===== src/rtl/serial_transmitter_if.sv =====
// serial_transmitter_if
//   Handshake and data bundle between the link controller (master) and the
//   serializing back-end (slave).
//   Load        : controller -> tx, one-cycle capture strobe for data_in
//   Transmit    : controller -> tx, level held while waiting for Transmitted
//   data_in     : controller -> tx, parallel word from the collect stage
//   Transmitted : tx -> controller, one-cycle frame-done pulse
//   serial_out  : tx -> line, registered serial output, idle high
//   busy        : tx -> controller, high whenever the transmitter is not idle
interface serial_transmitter_if #(
    parameter int DATA_W = 8
);
    logic              Load;
    logic              Transmit;
    logic [DATA_W-1:0] data_in;
    logic              Transmitted;
    logic              serial_out;
    logic              busy;

    modport master (
        output Load, Transmit, data_in,
        input  Transmitted, serial_out, busy
    );

    modport slave (
        input  Load, Transmit, data_in,
        output Transmitted, serial_out, busy
    );
endinterface


===== src/rtl/serial_transmitter.sv =====
// serial_transmitter
//   Captures a parallel word on Load and, while Transmit is high, shifts out
//   a framed character: start bit, DATA_W data bits LSB first, optional even
//   parity bit, stop bit. Each bit lasts DIV clocks. A one-cycle Transmitted
//   pulse closes the frame.
//   Ports:
//     clk : system clock, rising edge
//     rst : asynchronous active-low reset
//     bus : serial_transmitter_if slave modport (Load, Transmit, data_in in;
//           Transmitted, serial_out, busy out)
//
//   state    | meaning
//   ---------+-----------------------------------------------
//   S_IDLE   | line high, waiting for Transmit with a word loaded
//   S_START  | start bit (0) for DIV cycles
//   S_DATA   | DATA_W data bits, LSB first, DIV cycles each
//   S_PARITY | even parity bit for DIV cycles (PARITY_EN only)
//   S_STOP   | stop bit (1) for DIV cycles
//   S_DONE   | single cycle, Transmitted pulse
module serial_transmitter #(
    parameter int DATA_W    = 8,
    parameter int DIV       = 4,
    parameter int PARITY_EN = 1
) (
    input logic                 clk,
    input logic                 rst,
    serial_transmitter_if.slave bus
);
    localparam int BAUD_W = $clog2(DIV);
    localparam int BIT_W  = (DATA_W > 1) ? $clog2(DATA_W) : 1;

    typedef enum logic [2:0] {
        S_IDLE,
        S_START,
        S_DATA,
        S_PARITY,
        S_STOP,
        S_DONE
    } state_t;

    state_t              r_state;
    state_t              w_state_next;
    logic [BAUD_W-1:0]   r_baud;
    logic [BIT_W-1:0]    r_bit;
    logic [DATA_W-1:0]   r_hold;
    logic                r_loaded;
    logic [DATA_W-1:0]   r_shift;
    logic                r_parity;
    logic                r_serial_out;

    logic                w_wrap;
    logic                w_last_bit;
    logic                w_start;
    logic                w_timed;
    logic [DATA_W-1:0]   w_shift_next;
    logic                w_serial_next;
    logic                w_transmitted;
    logic                w_busy;

    assign w_wrap       = (r_baud == BAUD_W'(DIV - 1));
    assign w_last_bit   = (r_bit == BIT_W'(DATA_W - 1));
    assign w_start      = (r_state == S_IDLE) && (w_state_next == S_START);
    assign w_timed      = (r_state == S_START) || (r_state == S_DATA) ||
                          (r_state == S_PARITY) || (r_state == S_STOP);
    assign w_shift_next = r_shift >> 1;

    // State register
    always_ff @(posedge clk or negedge rst) begin
        if (!rst) begin
            r_state <= S_IDLE;
        end else begin
            r_state <= w_state_next;
        end
    end

    // Next-state logic
    always_comb begin
        w_state_next = r_state;
        case (r_state)
            S_IDLE:   if (bus.Transmit && r_loaded) w_state_next = S_START;
            S_START:  if (w_wrap) w_state_next = S_DATA;
            S_DATA:   if (w_wrap && w_last_bit)
                          w_state_next = (PARITY_EN != 0) ? S_PARITY : S_STOP;
            S_PARITY: if (w_wrap) w_state_next = S_STOP;
            S_STOP:   if (w_wrap) w_state_next = S_DONE;
            S_DONE:   w_state_next = S_IDLE;
            default:  w_state_next = S_IDLE;
        endcase
    end

    // Output logic. serial_out is registered, so the line value is derived
    // from the state being entered; this puts the start bit on the line in
    // the first cycle of S_START rather than one cycle late.
    always_comb begin
        w_serial_next = 1'b1;
        case (w_state_next)
            S_START:  w_serial_next = 1'b0;
            S_DATA:   w_serial_next = (r_state == S_DATA && w_wrap) ?
                                      w_shift_next[0] : r_shift[0];
            S_PARITY: w_serial_next = r_parity;
            default:  w_serial_next = 1'b1;
        endcase
        w_transmitted = (r_state == S_DONE);
        w_busy        = (r_state != S_IDLE);
    end

    // Datapath: holding register, shift register, counters, line register
    always_ff @(posedge clk or negedge rst) begin
        if (!rst) begin
            r_baud       <= '0;
            r_bit        <= '0;
            r_hold       <= '0;
            r_loaded     <= 1'b0;
            r_shift      <= '0;
            r_parity     <= 1'b0;
            r_serial_out <= 1'b1;
        end else begin
            r_serial_out <= w_serial_next;

            if (w_timed && !w_wrap) begin
                r_baud <= r_baud + BAUD_W'(1);
            end else begin
                r_baud <= '0;
            end

            if (r_state == S_DATA) begin
                if (w_wrap) begin
                    r_bit <= w_last_bit ? '0 : r_bit + BIT_W'(1);
                end
            end else begin
                r_bit <= '0;
            end

            if (r_state == S_IDLE && bus.Load) begin
                r_hold <= bus.data_in;
            end

            // A Load arriving in the same cycle a frame launches keeps the
            // new word queued for the next frame.
            if (r_state == S_IDLE && bus.Load) begin
                r_loaded <= 1'b1;
            end else if (w_start) begin
                r_loaded <= 1'b0;
            end

            if (w_start) begin
                r_shift  <= r_hold;
                r_parity <= ^r_hold;
            end else if (r_state == S_DATA && w_wrap) begin
                r_shift  <= w_shift_next;
            end
        end
    end

    assign bus.serial_out  = r_serial_out;
    assign bus.Transmitted = w_transmitted;
    assign bus.busy        = w_busy;
endmodule


===== src/flat_wrapper.sv =====
// flat-port wrapper written by rule: the top's interface ports become plain ports
module serial_transmitter_flat 
#(
    parameter int DATA_W    = 8,
    parameter int DIV       = 4,
    parameter int PARITY_EN = 1
)
  (clk, rst, bus_Load, bus_Transmit, bus_data_in, bus_Transmitted, bus_serial_out, bus_busy);
  serial_transmitter_if #(.DATA_W(DATA_W)) bus_i ();
  input logic clk;
  input logic rst;
  input wire logic [$bits(bus_i.Load)-1:0] bus_Load;
  input wire logic [$bits(bus_i.Transmit)-1:0] bus_Transmit;
  input wire logic [$bits(bus_i.data_in)-1:0] bus_data_in;
  output wire logic [$bits(bus_i.Transmitted)-1:0] bus_Transmitted;
  output wire logic [$bits(bus_i.serial_out)-1:0] bus_serial_out;
  output wire logic [$bits(bus_i.busy)-1:0] bus_busy;
  assign bus_i.Load = bus_Load;
  assign bus_i.Transmit = bus_Transmit;
  assign bus_i.data_in = bus_data_in;
  assign bus_Transmitted = bus_i.Transmitted;
  assign bus_serial_out = bus_i.serial_out;
  assign bus_busy = bus_i.busy;
  serial_transmitter #(.DATA_W(DATA_W), .DIV(DIV), .PARITY_EN(PARITY_EN)) u_core (.clk(clk), .rst(rst), .bus(bus_i));
endmodule

===== config.mk =====
export PLATFORM = sky130hd
export DESIGN_NAME = serial_transmitter_flat
export DESIGN_NICKNAME = d
export VERILOG_FILES = /design/src/rtl/serial_transmitter_if.sv /design/src/rtl/serial_transmitter.sv /design/src/flat_wrapper.sv
export SDC_FILE = /design/constraint.sdc
export NUM_CORES = 1
export LEC_CHECK = 0
export ABC_AREA = 0
export ABC_CLOCK_PERIOD_IN_PS = 2300
export CORE_MARGIN = 8
export CORE_UTILIZATION = 35
export CTS_BUF_LIST = sky130_fd_sc_hd__clkbuf_4
export CTS_CLUSTER_DIAMETER = 40
export CTS_CLUSTER_SIZE = 40
export DETAILED_ROUTE_END_ITERATION = 10
export GPL_ROUTABILITY_DRIVEN = 1
export HOLD_SLACK_MARGIN = 0.05
export PLACE_DENSITY = 0.64
export SLEW_MARGIN = 20
export SYNTH_ARGS = -nofsm -noshare
export SYNTH_HDL_FRONTEND = slang
export SYNTH_SLANG_ARGS = --single-unit

===== constraint.sdc =====
create_clock -name clk -period 2.3 [get_ports clk]
set_input_delay 0.46 -clock clk [delete_from_list [all_inputs] [get_ports clk]]
set_output_delay 0.46 -clock clk [all_outputs]
set_load 0.05 [all_outputs]

---- After elaboration in Yosys (flattened, before gate mapping) ----
Index checks and enable logic that the tools add are counted.
storage, ports and cells
  input bits .............................. 12
  logic and storage cells ................. 52
  output and inout port bits .............. 3
  register bits ........................... 27
operators by class
  multiplexer cells ....................... 16
  reductions and logical operators ........ 15
  $add $sub $neg .......................... 2
  eq/ne operators ......................... 11
operators with widths
  kind                                                  number
  two-way mux 3 bit                                     8
  two-way mux 8 bit                                     2
  one-hot mux 3 bit (5 select lines)                    1
  equality test 3 x 2 -> 1 bit (second input constant)  4
  equality test 3 bit (second input constant)           3
  XOR reduction 8 bit                                   1
  equality test 3 x 1 -> 1 bit (second input constant)  2
  logical AND 1 bit                                     6
  nonzero test 2 bit                                    2
  adder 3 x 1 -> 3 bit (second input constant)          1
  logical NOT 3 bit                                     1
  logical OR 1 bit                                      3
  two-way mux 1 bit                                     3
  one-hot mux 1 bit (3 select lines)                    1
  nonzero test 3 bit                                    1
  adder 2 x 1 -> 2 bit (second input constant)          1
  equality test 2 bit (second input constant)           1
  two-way mux 2 bit                                     1
  != test 2 x 1 -> 1 bit (second input constant)        1
  logical NOT 1 bit                                     1

---- Longest topological paths before layout ----
  depth in word-level cells ............... 8
  mapped depth ............................ 7
  gate-level depth less buffers ........... 6

---- Least setup slack after synthesis ----
OpenSTA, ideal clock, no wires.
  path type ............................... reg2out
  start ................................... reg u_core.r_state[2]
  end ..................................... out bus_Transmitted
  data arrival time ....................... 1.691 ns
  path slack .............................. 0.149 ns
  cell stages (with the launch flop) ...... 3
  data required time ...................... 1.840 ns
  buffers on the path ..................... 0
  cells stage by stage .................... dfrtp_1 > inv_1 > nor3b_1
on the way
  longest elaborated chain between the ends .. 1
ends and longest elaborated chain
  item                      RTL line                   source
  start: declaration        serial_transmitter.sv:41   state_t r_state;
  start signal: assignment  serial_transmitter.sv:72   r_state <= w_state_next;
  equality test 3 bit       serial_transmitter.sv:103  w_transmitted = (r_state == S_DONE);
  end: declaration          flat_wrapper.sv:15         output wire logic [$bits(bus_i.Transmitted)-1:0] bus_Transmitted;
Every way passes these cells.

---- Worst setup path in the final report ----
  start ................................... reg u_core.r_serial_out (netlist: u_core.bus.serial_out)
  end ..................................... out bus_serial_out
RTL lines
  item                      RTL line                   source
  start: declaration        serial_transmitter.sv:49   logic r_serial_out;
  start signal: assignment  serial_transmitter.sv:118  r_serial_out <= w_serial_next;
  end: declaration          flat_wrapper.sv:16         output wire logic [$bits(bus_i.serial_out)-1:0] bus_serial_out;
No word-level cell between the ends.

==> flow_summary.toml <==
[critical_path]
crit_type = "reg2out"
worstPathCellList = "clkdlybuf4s50_1"
end_kind = "primary output"
crit_slowest_cell = "clkdlybuf4s50_1"
cp_data_required_time_ns = 1.84
path_buf_inv = 1
max_stage_delay_ns = 0.80
cp-start-kind = "flip-flop"
arrival_ns = 1.67
worstPathMaxFanout = 1
crit_family = "buffers and inverters"

[synthesis]
yosys.area.top_type = "dfrtp_1"
syn_nets = 135
yosysSeqAreaShare_pct = 48.2
synth-edff-count = 0
synth_compound_area_share_pct = 9.63
synth_ff_type = "dfrtp_1"
synth_seq_cells = 27
yosysWarnings = 0
synth_top_family_by_area = "simple AND/OR/NAND/NOR gates"
synth_most_common_cell = "dfrtp_1"
postSynthCellCount = 120
async_reset_ff_share_pct = 100
synth.distinct_cells = 32
avgSynthCellArea_um2 = 11.7
syn_area_um2 = 1400
netlist_top_cells_area = "dfrtp_1, mux2i_1, mux2_1"
synthMuxAreaShare_pct = 12.8
yosys.area_share.simple_pct = 15.5
synth_top_area_share_pct = 46.3
synth_common_cells = "dfrtp_1, nand2_1, mux2i_1"
synth-xor-area-share_pct = 4.99
synth_fa_ha_area_share_pct = 2.67

[floorplan]
dieArea_um2 = 6290
rows = 23
die_x_um = 79.3
initial_core_util_pct = 35.6
die_h_um = 79.3
core_um2 = 3940
io_pins = 15

[drt]
detail-route-antenna-nets = 0
dr_total_vias = 896
post-route-drc-count = 0
wl_per_cell_um = 13.2
avgViaCountPerCell = 4.87
routed_wirelength_mm = 2.42
drt_pass1_iterations = 4
drtIter0Drc = 49

[global_routing]
grt_max_degree = 28
grt_pass1_vias = 961
globalRouteOverflowTotal = 0
antenna_found_initial = 0
track_usage_pct = 8.89
grt_pass1_wl_mm = 4.39

[layout]
nFillCells = 378
insertedDiodeCount = 0
drive_above_1_share_pct = 14.2
nNetsFinal = 150
syn2layout_area_growth_pct = 12.8
final_cell_count_no_fill = 184

[cts]
cts_hold_buf = 0
path_clk_slew_ns = 0.15
postCtsSetupBuffers = 0
numCtsBuffers = 3
clockRootBuffer = "clkbuf_4"
h-tree-depth = 1
clockBufferDepth = 2
numClockSinks = 27
cts_tree = "built"
worstSkewPairLatency_ns = 0.33

[timing]
slew_violations = 0
setup_tns_ns = 0
max_slew_margin_pct = 66.5
skew_ns = 0.00865
rsz0062_at_grt = "no"
finalHoldViolCount = 0
final.period_utilization_pct = 92.7
clock.fmax_ghz = 0.469
setup_viol = 0
period_needed_ns = 2.13
tightest_slew_ns = 0.501

[place]
hpwl_mm = 1.87
io_buffers = 14
gp_congestion = 0.748
dp.cells = 180

[run]
maxCapViolations = 0

[pwr]
ir_drop_v = 0.000444
power.density_nw_per_um2 = 1270
p_leak_nw = 0.641

[min_path]
hold_path.class = "reg2reg"

[run_status]
outcome = "complete, no violations"
[cell usage in the layout, fill, tap and decap left out, types with 4 or more instances in the layout]
cell type        instances
buf_4                    4
nor2_1                   5
nand2_1                 11
xnor2_1                  8
mux2_1                   8
dfrtp_1                 26
clkdlybuf4s50_1         12
mux2i_1                  9
o21ai_2                  8
inv_1                    4
[kinds of logic after synthesis]
group                    Yosys count
AND/OR/NAND/NOR                   37
flip-flops                        27
AO/OA/AOI/OAI                     17
multiplexers                      17
buffers and inverters             11
XOR/XNOR                           8
adder cells (fa/ha/maj)            3
[registers in the layout (all words and copies together), names as in the netlist]
name and cells:
u_core.bus.serial_out 1, u_core.r_baud 2, u_core.r_shift 8, u_core.r_hold 8
u_core.r_state 3, u_core.r_parity 1, u_core.r_bit 3, u_core.r_loaded 1
[power by group]
group | leakage, nW | switching, mW | internal (mW) | total [mW]
clock | 0.0139 | 0.143 | 0.0667 | 0.210
sequential | 0.331 | 0.178 | 0.687 | 0.864
combinational | 0.296 | 0.463 | 0.468 | 0.931
[layer usage]
layer  track usage [%]  routed length [um]  up-vias  part of all wire, %
li1                  -                   -      442                    -
met1              9.82                1060      434                   44
met2              15.4                1200       16                   50
met3              2.37                 128        4                  5.3
met4              4.44                  34        0                  1.4
met5                 0                   0        -                    0
[area by class of cell]
type	instances	area (um2)	area share, %
Timing Repair Buffer	17	159	10.0
Clock inverter	1	7.51	0.474
Multi-Input combinational cell	82	641	40.4
Sequential cell	27	677	42.7
Tap cell	50	62.6	3.95
Clock buffer	3	22.5	1.42
Inverter	4	15.0	0.948
[what timing repair did]
| item | 4_1_cts | 5_1_grt |
|---|---|---|
| hold endpoints to repair | 0 | 0 |
| endpoints found under the setup margin | 1 | 0 |
| resized for setup | 1 | 0 |
[metrics by stage]
step / power (mW) / util (%) / setup slack, ns / hold slack (ns) / area [um2]
after floorplan: 1.67 / - / 0.149 / 0.164 / 1400
after global placement: 1.79 / 39.4 / 0.378 / 0.425 / 1560
after detailed placement: 1.83 / 39.4 / 0.305 / 0.432 / 1560
after CTS: 2.04 / 40.2 / 0.138 / 0.452 / 1580
after global routing: 2.20 / 40.2 / 0.0963 / 0.469 / 1580
final: 2.00 / 40.2 / 0.168 / 0.445 / 1580
[final timing paths]
kind,from,to,slack (ns),cells after the start
setup reg to reg,u_core.r_baud[0],u_core.r_shift[6],0.50,6
hold / removal,u_core.r_baud[0],u_core.r_baud[0],0.45,1
hold reg to reg,u_core.r_baud[0],u_core.r_baud[0],0.45,1
setup / recovery,u_core.bus.serial_out,bus_serial_out,0.17,1
max in group asynchronous,rst,u_core.bus.serial_out,1.53,2
min in group asynchronous,rst,u_core.r_baud[0],0.48,2
Note: power is estimated with default switching activity, not from simulation.
